## src/rtl/mips_bus_pkg.sv

```systemverilog
// Shared types for the MIPS core memory bridge.
// Access sizes, FSM states and request legality.
package mips_bus_pkg;

  typedef enum logic [1:0] {
    SIZE_BYTE = 2'b00,
    SIZE_HALF = 2'b01,
    SIZE_WORD = 2'b10
  } size_e;

  typedef enum logic [1:0] {
    ST_IDLE  = 2'b00,
    ST_BUS   = 2'b01,
    ST_RDATA = 2'b10,
    ST_RESP  = 2'b11
  } state_e;

  // Illegal size code or a half/word that straddles its natural boundary.
  function automatic logic req_bad(
    input logic [1:0] size,
    input logic [1:0] lo
  );
    return (size == 2'b11)
        || (size == SIZE_HALF && lo[0])
        || (size == SIZE_WORD && lo != 2'b00);
  endfunction

endpackage

```

## src/rtl/mips_mem_interface_if.sv

```systemverilog
// Core request/response channel and Avalon-MM master channel.
// master modport = side that initiates transfers on that channel.
interface mips_core_if;
  logic        req_valid;
  logic        req_ready;
  logic        req_write;
  logic [31:0] req_addr;
  logic [1:0]  req_size;
  logic        req_signed;
  logic [31:0] req_wdata;
  logic        resp_valid;
  logic        resp_err;
  logic [31:0] resp_rdata;

  modport master (
    output req_valid, req_write, req_addr,
    output req_size, req_signed, req_wdata,
    input  req_ready, resp_valid, resp_err, resp_rdata
  );

  modport slave (
    input  req_valid, req_write, req_addr,
    input  req_size, req_signed, req_wdata,
    output req_ready, resp_valid, resp_err, resp_rdata
  );
endinterface

interface mips_avl_if;
  logic [31:0] address;
  logic        read;
  logic        write;
  logic [31:0] writedata;
  logic [3:0]  byteenable;
  logic        waitrequest;
  logic [31:0] readdata;

  modport master (
    output address, read, write, writedata, byteenable,
    input  waitrequest, readdata
  );

  modport slave (
    input  address, read, write, writedata, byteenable,
    output waitrequest, readdata
  );
endinterface

```

## src/rtl/mips_lane_align.sv

```systemverilog
// Byte-lane steering between core-side data and the 32-bit bus.
// Pure combinational: byteenable, store replication, load extract/extend.
module mips_lane_align
  import mips_bus_pkg::*;
(
  input  logic [1:0]  size,
  input  logic [1:0]  addr_lo,
  input  logic        sign_ext,
  input  logic [31:0] wdata,
  input  logic [31:0] rdata,
  output logic [3:0]  byteenable,
  output logic [31:0] writedata,
  output logic [31:0] ldata
);
  logic        is_byte;
  logic        is_half;
  logic        is_word;
  logic [31:0] bsh;
  logic [15:0] hsel;

  assign is_byte = size == SIZE_BYTE;
  assign is_half = size == SIZE_HALF;
  assign is_word = size == SIZE_WORD;
  assign bsh     = rdata >> {addr_lo, 3'b000};
  assign hsel    = addr_lo[1] ? rdata[31:16] : rdata[15:0];

  always_comb begin
    byteenable = 4'b0000;
    writedata  = 32'h0;
    ldata      = 32'h0;
    unique case (1'b1)
      is_byte: begin
        byteenable = 4'b0001 << addr_lo;
        writedata  = {4{wdata[7:0]}};
        ldata      = {{24{sign_ext & bsh[7]}}, bsh[7:0]};
      end
      is_half: begin
        byteenable = addr_lo[1] ? 4'b1100 : 4'b0011;
        writedata  = {2{wdata[15:0]}};
        ldata      = {{16{sign_ext & hsel[15]}}, hsel};
      end
      is_word: begin
        byteenable = 4'b1111;
        writedata  = wdata;
        ldata      = rdata;
      end
      default: begin
        byteenable = 4'b0000;
      end
    endcase
  end

endmodule

```

## src/rtl/mips_mem_interface.sv

```systemverilog
// Single-outstanding load/store bridge from the core to Avalon-MM.
// Request is latched on accept; core inputs are ignored until IDLE.
module mips_mem_interface
  import mips_bus_pkg::*;
#(
  parameter int WAIT_W = 8
) (
  input  logic              clk,
  input  logic              reset,
  mips_core_if.slave        core,
  mips_avl_if.master        avl,
  output logic [WAIT_W-1:0] wait_cycles
);
  state_e            state_q, state_d;
  logic              write_q, write_d;
  logic [31:0]       addr_q, addr_d;
  logic [1:0]        size_q, size_d;
  logic              signed_q, signed_d;
  logic [31:0]       wdata_q, wdata_d;
  logic [WAIT_W-1:0] wait_q, wait_d;
  logic              resp_err_q, resp_err_d;
  logic [31:0]       resp_rdata_q, resp_rdata_d;

  logic        accept;
  logic        bad;
  logic        in_bus;
  logic [3:0]  be;
  logic [31:0] wd;
  logic [31:0] ld;

  assign in_bus = state_q == ST_BUS;
  assign accept = (state_q == ST_IDLE) && core.req_valid;
  assign bad    = req_bad(core.req_size, core.req_addr[1:0]);

  mips_lane_align u_align (
    .size       (size_q),
    .addr_lo    (addr_q[1:0]),
    .sign_ext   (signed_q),
    .wdata      (wdata_q),
    .rdata      (avl.readdata),
    .byteenable (be),
    .writedata  (wd),
    .ldata      (ld)
  );

  always_ff @(posedge clk) begin
    if (reset) state_q <= ST_IDLE;
    else       state_q <= state_d;
  end

  always_comb begin
    state_d = state_q;
    unique case (state_q)
      ST_IDLE: begin
        if (core.req_valid) state_d = bad ? ST_RESP : ST_BUS;
      end
      ST_BUS: begin
        if (!avl.waitrequest) state_d = write_q ? ST_RESP : ST_RDATA;
      end
      ST_RDATA: state_d = ST_RESP;
      ST_RESP:  state_d = ST_IDLE;
      default:  state_d = ST_IDLE;
    endcase
  end

  always_comb begin
    core.req_ready  = state_q == ST_IDLE;
    core.resp_valid = state_q == ST_RESP;
    avl.read        = in_bus && !write_q;
    avl.write       = in_bus && write_q;
    avl.address     = in_bus ? {addr_q[31:2], 2'b00} : 32'h0;
    avl.byteenable  = in_bus ? be : 4'b0000;
    avl.writedata   = in_bus ? wd : 32'h0;
  end

  always_comb begin
    write_d      = write_q;
    addr_d       = addr_q;
    size_d       = size_q;
    signed_d     = signed_q;
    wdata_d      = wdata_q;
    wait_d       = wait_q;
    resp_err_d   = resp_err_q;
    resp_rdata_d = resp_rdata_q;
    if (accept) begin
      write_d  = core.req_write;
      addr_d   = core.req_addr;
      size_d   = core.req_size;
      signed_d = core.req_signed;
      wdata_d  = core.req_wdata;
      wait_d   = '0;
      if (bad) begin
        resp_err_d   = 1'b1;
        resp_rdata_d = 32'h0;
      end
    end
    if (in_bus) begin
      if (avl.waitrequest) begin
        if (wait_q != '1) wait_d = wait_q + {{(WAIT_W-1){1'b0}}, 1'b1};
      end else if (write_q) begin
        resp_err_d   = 1'b0;
        resp_rdata_d = 32'h0;
      end
    end
    // readdata is valid only in the cycle after the read completes
    if (state_q == ST_RDATA) begin
      resp_err_d   = 1'b0;
      resp_rdata_d = ld;
    end
  end

  always_ff @(posedge clk) begin
    if (reset) begin
      write_q      <= 1'b0;
      addr_q       <= 32'h0;
      size_q       <= 2'b00;
      signed_q     <= 1'b0;
      wdata_q      <= 32'h0;
      wait_q       <= '0;
      resp_err_q   <= 1'b0;
      resp_rdata_q <= 32'h0;
    end else begin
      write_q      <= write_d;
      addr_q       <= addr_d;
      size_q       <= size_d;
      signed_q     <= signed_d;
      wdata_q      <= wdata_d;
      wait_q       <= wait_d;
      resp_err_q   <= resp_err_d;
      resp_rdata_q <= resp_rdata_d;
    end
  end

  assign core.resp_err   = resp_err_q;
  assign core.resp_rdata = resp_rdata_q;
  assign wait_cycles     = wait_q;

endmodule
```

## src/flat_wrapper.sv

```systemverilog
// flat-port wrapper written by rule: the top's interface ports become plain ports
module mips_mem_interface_flat import mips_bus_pkg::*;
#(
  parameter int WAIT_W = 8
)
  (clk, reset, wait_cycles, core_req_valid, core_req_write, core_req_addr, core_req_size, core_req_signed, core_req_wdata, core_req_ready, core_resp_valid, core_resp_err, core_resp_rdata, avl_address, avl_read, avl_write, avl_writedata, avl_byteenable, avl_waitrequest, avl_readdata);
  mips_core_if core_i ();
  mips_avl_if avl_i ();
  input  logic clk;
  input  logic reset;
  output logic [WAIT_W-1:0] wait_cycles;
  input wire logic [$bits(core_i.req_valid)-1:0] core_req_valid;
  input wire logic [$bits(core_i.req_write)-1:0] core_req_write;
  input wire logic [$bits(core_i.req_addr)-1:0] core_req_addr;
  input wire logic [$bits(core_i.req_size)-1:0] core_req_size;
  input wire logic [$bits(core_i.req_signed)-1:0] core_req_signed;
  input wire logic [$bits(core_i.req_wdata)-1:0] core_req_wdata;
  output wire logic [$bits(core_i.req_ready)-1:0] core_req_ready;
  output wire logic [$bits(core_i.resp_valid)-1:0] core_resp_valid;
  output wire logic [$bits(core_i.resp_err)-1:0] core_resp_err;
  output wire logic [$bits(core_i.resp_rdata)-1:0] core_resp_rdata;
  output wire logic [$bits(avl_i.address)-1:0] avl_address;
  output wire logic [$bits(avl_i.read)-1:0] avl_read;
  output wire logic [$bits(avl_i.write)-1:0] avl_write;
  output wire logic [$bits(avl_i.writedata)-1:0] avl_writedata;
  output wire logic [$bits(avl_i.byteenable)-1:0] avl_byteenable;
  input wire logic [$bits(avl_i.waitrequest)-1:0] avl_waitrequest;
  input wire logic [$bits(avl_i.readdata)-1:0] avl_readdata;
  assign core_i.req_valid = core_req_valid;
  assign core_i.req_write = core_req_write;
  assign core_i.req_addr = core_req_addr;
  assign core_i.req_size = core_req_size;
  assign core_i.req_signed = core_req_signed;
  assign core_i.req_wdata = core_req_wdata;
  assign core_req_ready = core_i.req_ready;
  assign core_resp_valid = core_i.resp_valid;
  assign core_resp_err = core_i.resp_err;
  assign core_resp_rdata = core_i.resp_rdata;
  assign avl_address = avl_i.address;
  assign avl_read = avl_i.read;
  assign avl_write = avl_i.write;
  assign avl_writedata = avl_i.writedata;
  assign avl_byteenable = avl_i.byteenable;
  assign avl_i.waitrequest = avl_waitrequest;
  assign avl_i.readdata = avl_readdata;
  mips_mem_interface #(.WAIT_W(WAIT_W)) u_core (.clk(clk), .reset(reset), .core(core_i), .avl(avl_i), .wait_cycles(wait_cycles));
endmodule
```

## config.mk

```make
export PLATFORM = sky130hd
export DESIGN_NAME = mips_mem_interface_flat
export DESIGN_NICKNAME = d
export VERILOG_FILES = /design/src/rtl/mips_bus_pkg.sv /design/src/rtl/mips_mem_interface_if.sv /design/src/rtl/mips_lane_align.sv /design/src/rtl/mips_mem_interface.sv /design/src/flat_wrapper.sv
export SDC_FILE = /design/constraint.sdc
export NUM_CORES = 1
export LEC_CHECK = 0
export ABC_AREA = 0
export CORE_MARGIN = 2
export CORE_UTILIZATION = 40
export CTS_BUF_LIST = sky130_fd_sc_hd__clkbuf_4 sky130_fd_sc_hd__clkbuf_8
export DETAILED_ROUTE_END_ITERATION = 10
export GPL_TIMING_DRIVEN = 0
export PLACE_DENSITY_LB_ADDON = 0.12
export SETUP_SLACK_MARGIN = 0.3
export SYNTH_ARGS = -nofsm -noshare
export SYNTH_HDL_FRONTEND = slang
export SYNTH_HIERARCHICAL = 1
export SYNTH_SLANG_ARGS = --single-unit
```

## constraint.sdc

```tcl
create_clock -name clk -period 2 [get_ports clk]
set_input_delay 0.3 -clock clk [delete_from_list [all_inputs] [get_ports clk]]
set_output_delay 0.3 -clock clk [all_outputs]
set_load 0.1 [all_outputs]
```

* Yosys cells after proc, flatten, opt, wreduce, memory -nomap -nowiden
Cells that the tools add are included.
Cells by class: $add $sub $neg 1, equal/unequal tests 11, shift operators 2, multiplexer cells 28, bitwise operators 2, reductions and logical operators 13
Operators with widths (number):
- $mux 32 | 8
- $pmux 32 s3 | 2
- $mux 8 | 4
- $shr 32x5->8 | 1
- $mux 16 | 1
- $pmux 4 s3 | 1
- $eq 2x2->1 const B | 5
- $add 8x1->8 const B | 1
- $mux 4 | 2
- $ne 8x8->1 const B | 1
- $pmux 2 s4 | 1
- $eq 2x1->1 const B | 3
- $mux 1 | 6
- $mux 2 | 3
- $logic_and 1x1->1 | 5
- $logic_not 2->1 | 2
- $ne 2x2->1 const B | 2
- $shl 1x2->4 const A | 1
- $and 1x1->1 | 2
- $logic_or 1x1->1 | 2
- $reduce_and 2->1 | 1
- $reduce_bool 2->1 | 1
- $reduce_or 2->1 | 1
- $logic_not 1->1 | 1
Storage, ports and cells: bits in registers 111, bits of input ports 104, output and inout port bits 113, logic and storage cells 66

* Depth between registers and ports, before layout
Gate-level depths: netlist of the first run.
word-level depth 10, depth in mapped cells 8, gate-level depth less buffers 6

* Hierarchy
The synthesis of the first run kept the hierarchy.
By module, submodules not included:
- mips_mem_interface | instances 1, cells an instance 523, area an instance 4424.2 sq um, seq. area each 2222.1 sq um
- mips_lane_align | instances 1, cells an instance 190, area an instance 1152.4 sq um, seq. area each 0.0 sq um

* Worst setup path before layout of the first run
Ideal clock, no wire load.
kind register to output, from register u_core.state_q[1], to output port avl_read, arrival 2.276 ns, required time 1.700 ns, path slack -0.576 ns, cell stages (with the launch flop) 5, buffers on the path 1, cells stage by stage dfxtp_1 -> inv_1 -> ha_1 -> clkbuf_1 -> nor2b_1
On the way: cells in the longest elaborated chain, start to end 2
RTL lines:
- start, declared | RTL line mips_mem_interface.sv:14 | state_e state_q, state_d;
- start signal, assigned | RTL line mips_mem_interface.sv:48 | else state_q <= state_d;
- $eq 2x1->1 | RTL line mips_mem_interface.sv:31 | assign in_bus = state_q == ST_BUS;
- $logic_and 1x1->1 | RTL line mips_mem_interface.sv:69 | avl.read = in_bus && !write_q;
- end, declared | RTL line flat_wrapper.sv:23 | output wire logic [$bits(avl_i.read)-1:0] avl_read;
Every way passes these cells.

* Final worst setup path of the first run
from register u_core.size_q[1], to output port avl_writedata[15]
On the way: cells in the longest elaborated chain, start to end 3
RTL lines:
- start, declared | RTL line mips_mem_interface.sv:17 | logic [1:0] size_q, size_d;
- start signal, assigned | RTL line mips_mem_interface.sv:125 | size_q <= size_d;
- $eq 2x2->1 (tied with other cells) | RTL line mips_lane_align.sv:23 | assign is_word = size == SIZE_WORD;
- $pmux 32 s3 (*) | RTL line mips_lane_align.sv:31 | unique case (1'b1)
- via u_core.wd[15] | RTL line mips_mem_interface.sv:28 | logic [31:0] wd;
- $mux 32 (*) | RTL line mips_mem_interface.sv:73 | avl.writedata = in_bus ? wd : 32'h0;
- end, declared | RTL line flat_wrapper.sv:25 | output wire logic [$bits(avl_i.writedata)-1:0] avl_writedata;
Mark *: on every way through the listed nets, which the timed path passes. The rest lies on a longest branch.

==> results.ini, run 1 <==
[setup_path]
crit_fanout = 6
crit_type = reg -> out
timing.rr.start = u_core/addr_q[0]$_SDFFE_PP0P_
startpoint_type = flip-flop
end_kind = primary output
required_ns = 1.70
setup.worst_path.start = u_core/size_q[1]$_SDFFE_PP0P_
arrival_ns = 1.80

[global_routing]
track_usage_pct = 25.7
antenna_found_initial = 0
grt_max_degree = 19
grt_pass1_vias = 5791
grt_pass1_wl_um = 29800
overflow = 0

[cts]
root_buffer = clkbuf_8
cts_max_level = 3
cts-buffers-inserted = 9
insertion_delay_ns = 0.39
tritoncts = done
cts_hold_buf = 0
clock-sinks = 111
clockBufferDepth = 2
cts.clk_slew.worst_paths_ns = 0.11

[synthesis]
syn_area_per_cell_um2 = 7.82
postSynthCellCount = 713
synth_xor_area_share_pct = 0
muxShareOfSynthArea_pct = 2.40
synth_seq_cells = 111
synth_simple_gate_area_share_pct = 26.5
synth_cell_type_count = 49
seq_area_frac_synth_pct = 39.8
synth_top_family_by_area = simple AND/OR/NAND/NOR gates
synth_ff_type = dfxtp_1
synth_fa_ha_area_share_pct = 1.35
synth_edf_count = 0
synth_compound_gate_area_share_pct = 23.6
yosysWarningCount = 6
synth_area_mm2 = 0.00558
async_flop_share_pct = 0

[pwr]
max-vdd-ir-drop_mv = 0.804
p_leak_uw = 0.00423
power_uw = 11000
p_per_area_mw_per_mm2 = 1070

[timing]
max_freq_mhz = 476
fin_tns_setup_ns = -1.66
finalCritPeriodShare_pct = 105
worst_pin_slew_ns = 0.574
worst_slack_ns = -0.101
rsz0062_at_grt = true
maxSlewHeadroom_pct = 61.9
fin_skew_ns = 0.00436
period_needed_ns = 2.10
hold_violations = 0
setup_viol = 34
maxSlewViolCount = 0

[die]
num_io_pins = 217
rows = 43
die_area_mm2 = 0.0149
initial_core_util_pct = 40.5
coreArea_mm2 = 0.0138
die_w_um = 122
die_h_um = 122

[place]
pre_cts_ws_ns = -0.986
gp_congestion = 0.927
dp_cells = 1108
portBuffers = 214
dpl.hpwl_um = 13700

[cells_and_area]
layout.cells.non_filler = 1182
finalNetCount = 1107
final_common_cell = nand2_1
fillerInstances = 1044
area_growth_pct = 84.8
drive_gt1_share_pct = 38.3
layout_common_cells = nand2_1 (168), clkdlybuf4s50_1 (103), dfxtp_1 (97)
antenna_cells = 0

[routing]
vias_per_cell = 5.26
drc_errors = 0
num_vias = 6214
final_antenna_net_count = 0
totalWireLength_um = 20400
dr.first_iter.drc_count = 553
wire_per_inst_um = 17.3
dr.pass1.iters = 6

[worst_hold_path]
hp-start = core_req_addr[26]
hp-class = in -> reg

[run_status]
violations = negative setup slack
status = complete, but fails checks

[flow_run]
cap_viol_max_count = 0

==> through the flow <==
stage,cell area (um^2),hold slack (ns),utilization [%]
floorplan,5810,0.428,-
global placement,8180,0.437,59.4
detailed placement,8180,0.442,59.4
CTS,9790,0.423,71.1
global route,10300,0.426,74.8
finish,10300,0.445,74.8
==> cell families after synthesis <==
group	after synthesis
other	1
AND/OR/NAND/NOR	308
AO/OA/AOI/OAI	202
adder cells (fa/ha/maj)	6
flip-flops	111
multiplexers	11
buffers and inverters	74
==> final timing paths <==
check                                          end  depth (start not counted)  slack, ns
max                              avl_writedata[15]                          7      -0.10
min                 u_core/addr_q[26]$_SDFFE_PP0P_                          3       0.44
max reg2reg  u_core/core.resp_rdata[24]$_SDFF_PP0_                          8      -0.06
min reg2reg         u_core/addr_q[18]$_SDFFE_PP0P_                          2       0.46
==> routing by layer <==
layer	up-vias	track usage, %	wire [um]
met3	39	5.95	1520
met5	-	0	0
li1	3012	-	-
met1	2928	32.2	8230
met2	235	43.6	10200
met4	0	8.12	492
==> sequential cells by signal, summed over array words and instances (netlist names) <==
signal	flops
u_core/core.resp_err	1
u_core/core.resp_rdata	32
u_core/wdata_q	32
u_core/state_q	2
u_core/wait_cycles	8
u_core/signed_q	1
u_core/write_q	1
u_core/addr_q	32
u_core/size_q	2
==> cells in the mapped netlist, types with 6 or more instances <==
| cell type | count | area (um^2) |
|---|---|---|
| clkbuf_1 | 39 | 146 |
| o211ai_1 | 8 | 60.1 |
| and2_1 | 76 | 475 |
| a21o_1 | 9 | 67.6 |
| o311ai_0 | 7 | 61.3 |
| buf_2 | 9 | 45.0 |
| inv_1 | 14 | 52.6 |
| mux2_2 | 9 | 101 |
| a211o_1 | 18 | 158 |
| nor2_1 | 12 | 45.0 |
| nor2b_1 | 13 | 81.3 |
| dfxtp_1 | 111 | 2220 |
| a22o_1 | 32 | 280 |
| a21oi_1 | 94 | 470 |
| nand2_1 | 172 | 646 |
| nand4_1 | 7 | 43.8 |
| o21ai_0 | 20 | 100 |
| ha_1 | 6 | 75.1 |
==> report_power, final <==
group / leakage [uW] / internal [uW] / switching [uW]
clock network: 0.0000930 / 495 / 817
registers: 0.000914 / 2580 / 261
logic: 0.00322 / 2870 / 3990
total: 0.00423 / 5940 / 5070
==> critical path, stage by stage (launching register included) <==
cell and delay (ns):
dfxtp_4 0.41, buf_12 0.15, buf_12 0.14, clkbuf_16 0.14
a21oi_1 0.05, o21ai_0 0.16, and2_4 0.18, buf_12 0.17
==> timing repair <==
item                                    CTS  global route
endpoints found under the hold margin     0             0
gates cloned                              4             6
setup buffers                            25            23
resized for setup                       878           125
endpoints found under the setup margin  146           180
pin swaps                                20            32
==> layout make-up <==
class	count	area, um^2	area share, %
Clock buffer	10	138	1.34
Inverter	14	66.3	0.643
Clock inverter	6	43.8	0.425
Tap cell	180	225	2.18
Buffer	60	633	6.14
Multi-Input combinational cell	529	3470	33.6
Timing Repair Buffer	272	3470	33.7
Sequential cell	111	2260	21.9
No activity file was read; power rests on OpenSTA's default activity.
==> run 2: changes to the inputs <==
--- a/config.mk
+++ b/config.mk
@@ -7,11 +7,11 @@
 export LEC_CHECK = 0
 export ABC_AREA = 0
 export CORE_MARGIN = 2
-export CORE_UTILIZATION = 40
+export CORE_UTILIZATION = 41
 export CTS_BUF_LIST = sky130_fd_sc_hd__clkbuf_4 sky130_fd_sc_hd__clkbuf_8
 export DETAILED_ROUTE_END_ITERATION = 10
 export GPL_TIMING_DRIVEN = 0
-export PLACE_DENSITY_LB_ADDON = 0.12
+export PLACE_DENSITY_LB_ADDON = 0.08
 export SETUP_SLACK_MARGIN = 0.3
 export SYNTH_ARGS = -nofsm -noshare
 export SYNTH_HDL_FRONTEND = slang
==> constraint.sdc (replaced) <==
create_clock -name clk -period 2 [get_ports clk]
set_input_delay 0.3 -clock clk [delete_from_list [all_inputs] [get_ports clk]]
set_output_delay 0.3 -clock clk [all_outputs]
set_load 0.05 [all_outputs]
==> results.ini, run 2 (synthesis results as in run 1) <==
[run_status]
status = complete, but fails checks
violations = negative setup slack

[setup_path]
crit_type = reg -> out
regToRegSetupSlack_ns = -0.01  ; +0.05 ns
arrival_ns = 1.76  ; -0.04 ns
crit_fanout = 6  ; unchanged
required_ns = 1.70  ; about the same
timing.rr.start = u_core/addr_q[0]$_SDFFE_PP0P_
reg2reg_depth = 7  ; -1
startpoint_type = flip-flop
r2r_end = u_core/core.resp_rdata[22]$_SDFF_PP0_
end_kind = primary output

[cts]
clock-sinks = 111  ; unchanged
cts.clk_slew.worst_paths_ns = 0.10  ; about the same
clockBufferDepth = 2  ; unchanged
cts_max_level = 3  ; unchanged
tritoncts = done
cts_hold_buf = 0  ; unchanged
insertion_delay_ns = 0.39  ; about the same
cts-buffers-inserted = 9  ; unchanged
root_buffer = clkbuf_8

[timing]
maxSlewViolCount = 0  ; unchanged
fin_tns_setup_ns = -0.285  ; +1.37 ns
whs_ns = 0.443  ; -0.00178 ns
period_needed_ns = 2.06  ; -0.0386 ns
setup_viol = 13  ; -62%
finalCritPeriodShare_pct = 103  ; -1.9 points
hold_violations = 0  ; unchanged
worst_pin_slew_ns = 0.564  ; -0.00986 ns
fin_skew_ns = 0.00519  ; +0.000833 ns
rsz0062_at_grt = true
max_freq_mhz = 485  ; +1.9%
maxSlewHeadroom_pct = 62.4  ; +0.48 points
worst_slack_ns = -0.0622  ; +0.0386 ns

[die]
rows = 42  ; -2.3%
initial_core_util_pct = 42.1  ; +1.6 points
num_io_pins = 217  ; unchanged
die_w_um = 121  ; -1.2%
die_h_um = 121  ; -1.2%
die_area_mm2 = 0.0146  ; -2.4%
coreArea_mm2 = 0.0132  ; -3.9%

[routing]
drc_errors = 0  ; unchanged
final_antenna_net_count = 0  ; unchanged
dr.first_iter.drc_count = 688  ; +24%
num_vias = 6454  ; +3.9%
totalWireLength_um = 21800  ; +6.9%
dr.pass1.iters = 8  ; +2
vias_per_cell = 5.48  ; +4.2%
wire_per_inst_um = 18.5  ; +7.3%

[pwr]
p_per_area_mw_per_mm2 = 1020  ; -4.4%
power_uw = 10200  ; -7.6%
switching_share_pct = 41.4  ; -4.7 points
power_frac_clock_pct = 13.6  ; +1.7 points
comb_power_share_pct = 58.4  ; -3.9 points
power.switching_uw = 4210  ; -17%
p_leak_uw = 0.00477  ; +13%
seq_power_share_pct = 28.0  ; +2.2 points
p_int_uw = 5960  ; +0.40%
max-vdd-ir-drop_mv = 0.829  ; +3.1%

[cells_and_area]
area_growth_pct = 78.6
final_util_pct = 75.2  ; +0.38 points
final_common_cell = nand2_1
drive_gt1_share_pct = 33.5  ; -4.8 points
fillerInstances = 976  ; -6.5%
finalNetCount = 1108  ; +0.090%
layout.cells.non_filler = 1178  ; -0.34%
antenna_cells = 0  ; unchanged
layout_common_cells = nand2_1 (167), clkdlybuf4s50_1 (103), dfxtp_1 (101)

[worst_hold_path]
hp-start = core_req_addr[5]
min_to = u_core/addr_q[5]$_SDFFE_PP0P_
hp-class = in -> reg
holdPathStages = 3  ; unchanged

[flow_run]
cap_viol_max_count = 0  ; unchanged

[global_routing]
antenna_found_initial = 0  ; unchanged
track_usage_pct = 27.7  ; +2.0 points
grt_max_degree = 17  ; -2
grt_pass1_wl_um = 31700  ; +6.4%
overflow = 0  ; unchanged
grt_pass1_vias = 6186  ; +6.8%

[place]
gp_congestion = 0.862  ; -7.0%
dpl.hpwl_um = 14300  ; +4.2%
portBuffers = 214  ; unchanged
dp_cells = 1104  ; -0.36%

[run 2: cell types whose count changed in the layout (fill, tap and decap cells not counted), sizes merged]
cell / delta
inv: -1
buf: +2
dlygate4sd2: +7
clkbuf: +2
dlymetal6s2s: +31
bufinv: +1
clkdlybuf4s15: -38
clkdlybuf4s18: -1
clkinv: -3
[run 2: critical path, stage by stage (launching register included)]
cell and delay [ns]:
dfxtp_4 0.41, buf_12 0.15, buf_12 0.14, clkbuf_16 0.15, a21oi_4 0.05, o21ai_2 0.15
and2_4 0.18, buf_8 0.14
[run 2: how the worst max path moves through the flow]
stage,startpoint,end,slack [ns],cells past startpoint
after floorplan,u_core/addr_q[0]$_SDFFE_PP0P_,u_core/core.resp_rdata[18]$_SDFF_PP0_,0.16,7
after global placement,u_core/state_q[1]$_SDFFE_PP0P_,avl_writedata[17],-0.79,6
after detailed placement,u_core/state_q[1]$_SDFFE_PP0P_,avl_writedata[17],-0.87,6
after CTS,u_core/size_q[1]$_SDFFE_PP0P_,avl_writedata[25],-0.03,7
after global routing,u_core/size_q[0]$_SDFFE_PP0P_,avl_writedata[13],-0.10,7
final,u_core/size_q[1]$_SDFFE_PP0P_,avl_writedata[25],-0.06,7
[run 2: layout make-up]
class	count	area, um^2	area share [%]
multi-input cells	529	3480	34.9
repair buffers	273	3160	31.7
flip-flops and latches	111	2240	22.5
plain buffers	60	613	6.16
well taps	176	220	2.21
clock buffers	12	146	1.47
inverters	14	60.1	0.603
clock inverters	3	45.0	0.452
[run 2: through the flow]
stage / instance area [um^2] / setup slack (ns)
6_report: 9960 / -0.0622
3_5_place_dp: 8040 / -0.867
4_1_cts: 9310 / -0.0287
5_1_grt: 9960 / -0.101
3_3_place_gp: 8040 / -0.792
2_1_floorplan: 5680 / 0.160
[run 2: repair_timing]
action / CTS / global route
setup buffers: 28 / 19
resized for setup: 708 / 155
endpoints found under the setup margin: 219 / 212
pin swaps: 36 / 50
gates cloned: 8 / 4
[run 2: power groups by stage]
stage	registers [uW]	logic, uW	clock network, uW
3_3_place_gp	2830	3900	0
3_5_place_dp	2840	3980	0
5_1_grt	2880	6250	1480
2_1_floorplan	3050	2430	0
6_report	2850	5940	1380
4_1_cts	2830	5110	1400
[run 2: layer usage]
| metal | up-vias | share of wire [%] | track usage, % |
|---|---|---|---|
| met5 | - | 0 | 0 |
| met4 | 0 | 2.4 | 8.28 |
| met3 | 49 | 8.9 | 8.16 |
| met2 | 328 | 49 | 47.5 |
| met1 | 3066 | 39 | 33.3 |
| li1 | 3011 | - | - |
==> run 3: changes to the inputs <==
--- a/config.mk
+++ b/config.mk
@@ -17,3 +17,4 @@
 export SYNTH_HDL_FRONTEND = slang
 export SYNTH_HIERARCHICAL = 1
 export SYNTH_SLANG_ARGS = --single-unit
+export TNS_END_PERCENT = 30
==> results.ini, run 3 (synthesis results as in run 1) <==
[die]
rows = 42  ; unchanged
num_io_pins = 217  ; unchanged
initial_core_util_pct = 42.1  ; unchanged
die_area_mm2 = 0.0146  ; unchanged
coreArea_mm2 = 0.0132  ; unchanged
die_w_um = 121  ; unchanged
die_h_um = 121  ; unchanged

[pwr]
switching_share_pct = 41.2  ; -0.13 points
power_frac_clock_pct = 15.0  ; +1.4 points
max-vdd-ir-drop_mv = 0.581  ; -30%
comb_power_share_pct = 56.0  ; -2.4 points
p_int_uw = 5770  ; -3.3%
power.switching_uw = 4050  ; -3.8%
seq_power_share_pct = 29.0  ; +1.0 points
p_per_area_mw_per_mm2 = 1020  ; -0.11%
p_leak_uw = 0.00427  ; -11%

[cts]
cts.clk_slew.worst_paths_ns = 0.11  ; about the same
cts-buffers-inserted = 9  ; unchanged
insertion_delay_ns = 0.39  ; about the same
root_buffer = clkbuf_8
tritoncts = done
clock-sinks = 111  ; unchanged
clockBufferDepth = 2  ; unchanged
cts_hold_buf = 0  ; unchanged
cts_max_level = 3  ; unchanged

[cells_and_area]
area_growth_pct = 72.6
finalNetCount = 1095  ; -1.2%
fillerInstances = 1000  ; +2.5%
antenna_cells = 0  ; unchanged
layout_common_cells = nand2_1 (169), clkdlybuf4s50_1 (126), dfxtp_1 (103)
drive_gt1_share_pct = 31.2  ; -2.3 points
layout.cells.non_filler = 1166  ; -1.0%
final_util_pct = 72.7  ; -2.6 points
fin_area_mm2 = 0.00962  ; -3.4%
final_common_cell = nand2_1

[timing]
worst_pin_slew_ns = 0.570  ; +0.00555 ns
rsz0062_at_grt = true
whs_ns = 0.446  ; +0.00321 ns
max_freq_mhz = 486  ; +0.19%
maxSlewViolCount = 0  ; unchanged
fin_skew_ns = 0.00995  ; +0.00476 ns
period_needed_ns = 2.06  ; -0.00389 ns
hold_violations = 0  ; unchanged
worst_slack_ns = -0.0583  ; +0.00389 ns
maxSlewHeadroom_pct = 61.9  ; -0.49 points
setup_viol = 12  ; -1
finalCritPeriodShare_pct = 103  ; -0.19 points

[place]
portBuffers = 214  ; unchanged
gp_congestion = 0.906  ; +5.1%
pre_cts_ws_ns = -0.887  ; -0.0204 ns
placed_cell_area_mm2 = 0.00801  ; -0.37%
dp_cells = 1104  ; unchanged
dpl.hpwl_um = 14100  ; -0.94%

[setup_path]
startpoint_type = flip-flop
crit_fanout = 4  ; -2
end_kind = primary output
arrival_ns = 1.76  ; about the same
crit_type = reg -> out
required_ns = 1.70  ; about the same

[global_routing]
overflow = 0  ; unchanged
track_usage_pct = 26.9  ; -0.79 points
grt_pass1_vias = 6039  ; -2.4%
grt_pass1_wl_um = 31000  ; -2.2%
grt_max_degree = 17  ; unchanged
antenna_found_initial = 1  ; +1

[routing]
wire_per_inst_um = 18.1  ; -2.2%
vias_per_cell = 5.47  ; -0.16%
totalWireLength_um = 21100  ; -3.2%
drc_errors = 0  ; unchanged
dr.first_iter.drc_count = 588  ; -15%
dr.pass1.iters = 7  ; -1
final_antenna_net_count = 0  ; unchanged
num_vias = 6378  ; -1.2%

[worst_hold_path]
hp-class = in -> reg

[run_status]
violations = negative setup slack
status = complete, but fails checks

[flow_run]
cap_viol_max_count = 0  ; unchanged

## run 3: cell types whose count changed in the layout (fill, tap and decap cells not counted), sizes merged
cell	previous run	this run
clkdlybuf4s50	103	126
buf	157	137
dlymetal6s2s	31	12
clkbuf	45	55
dlygate4sd2	7	3
clkdlybuf4s15	2	1
clkinvlp	2	1
## run 3: routing by layer
metal	up-vias	routed length (um)	global-route usage [%]
met2	335	10200	44.8
met5	-	13	0
met1	3006	8290	32.9
met4	2	593	10.9
met3	55	2000	6.98
li1	2980	-	-
## run 3: path summary, 6_finish.rpt
| kind | startpoint | to | slack [ns] | cells after the start |
|---|---|---|---|---|
| hold / removal | core_req_wdata[9] | u_core/wdata_q[9]$_SDFFE_PP0P_ | 0.45 | 3 |
| setup reg to reg | u_core/addr_q[0]$_SDFFE_PP0P_ | u_core/core.resp_rdata[24]$_SDFF_PP0_ | 0.04 | 7 |
| setup / recovery | u_core/size_q[1]$_SDFFE_PP0P_ | avl_writedata[20] | -0.06 | 7 |
| hold reg to reg | u_core/addr_q[10]$_SDFFE_PP0P_ | u_core/addr_q[10]$_SDFFE_PP0P_ | 0.46 | 2 |
## run 3: power by group through the flow
stage | sequential [uW] | combinational, uW | clock [uW]
after floorplan | 3050 | 2410 | 0
after global placement | 2830 | 3880 | 0
after detailed placement | 2840 | 3950 | 0
after CTS | 2820 | 4840 | 1500
after global routing | 2880 | 5790 | 1600
final | 2840 | 5490 | 1470
## run 3: layout make-up
cell class	count	area [um^2]	share of cell area, %
multi-input cells	529	3380	35.1
well taps	176	220	2.29
plain buffers	60	602	6.25
flip-flops and latches	111	2240	23.3
repair buffers	260	2900	30.1
clock buffers	14	180	1.87
inverters	14	60.1	0.624
clock inverters	2	37.5	0.390
## run 3: critical path, cell delays in order, from the launching register on
cell and delay [ns]:
dfxtp_4 0.39, buf_12 0.13, buf_16 0.13, nor2b_4 0.20, buf_4 0.15, a21o_1 0.09, and2_4 0.14, buf_8 0.14
## run 3: per-stage QoR
step	total power, uW	setup TNS (ns)
after floorplan	5460	0
after global placement	6700	-45.57
after detailed placement	6790	-50.76
after CTS	9160	-0.642
after global routing	10300	-1.61
final	9810	-0.332
## run 3: repair_timing
| action | in CTS | in global routing |
|---|---|---|
| buffers inserted | 22 | 14 |
| pin swaps | 15 | 46 |
| cloned | 5 | 5 |
| endpoints found under the setup margin | 218 | 220 |
| gates resized for setup | 662 | 148 |
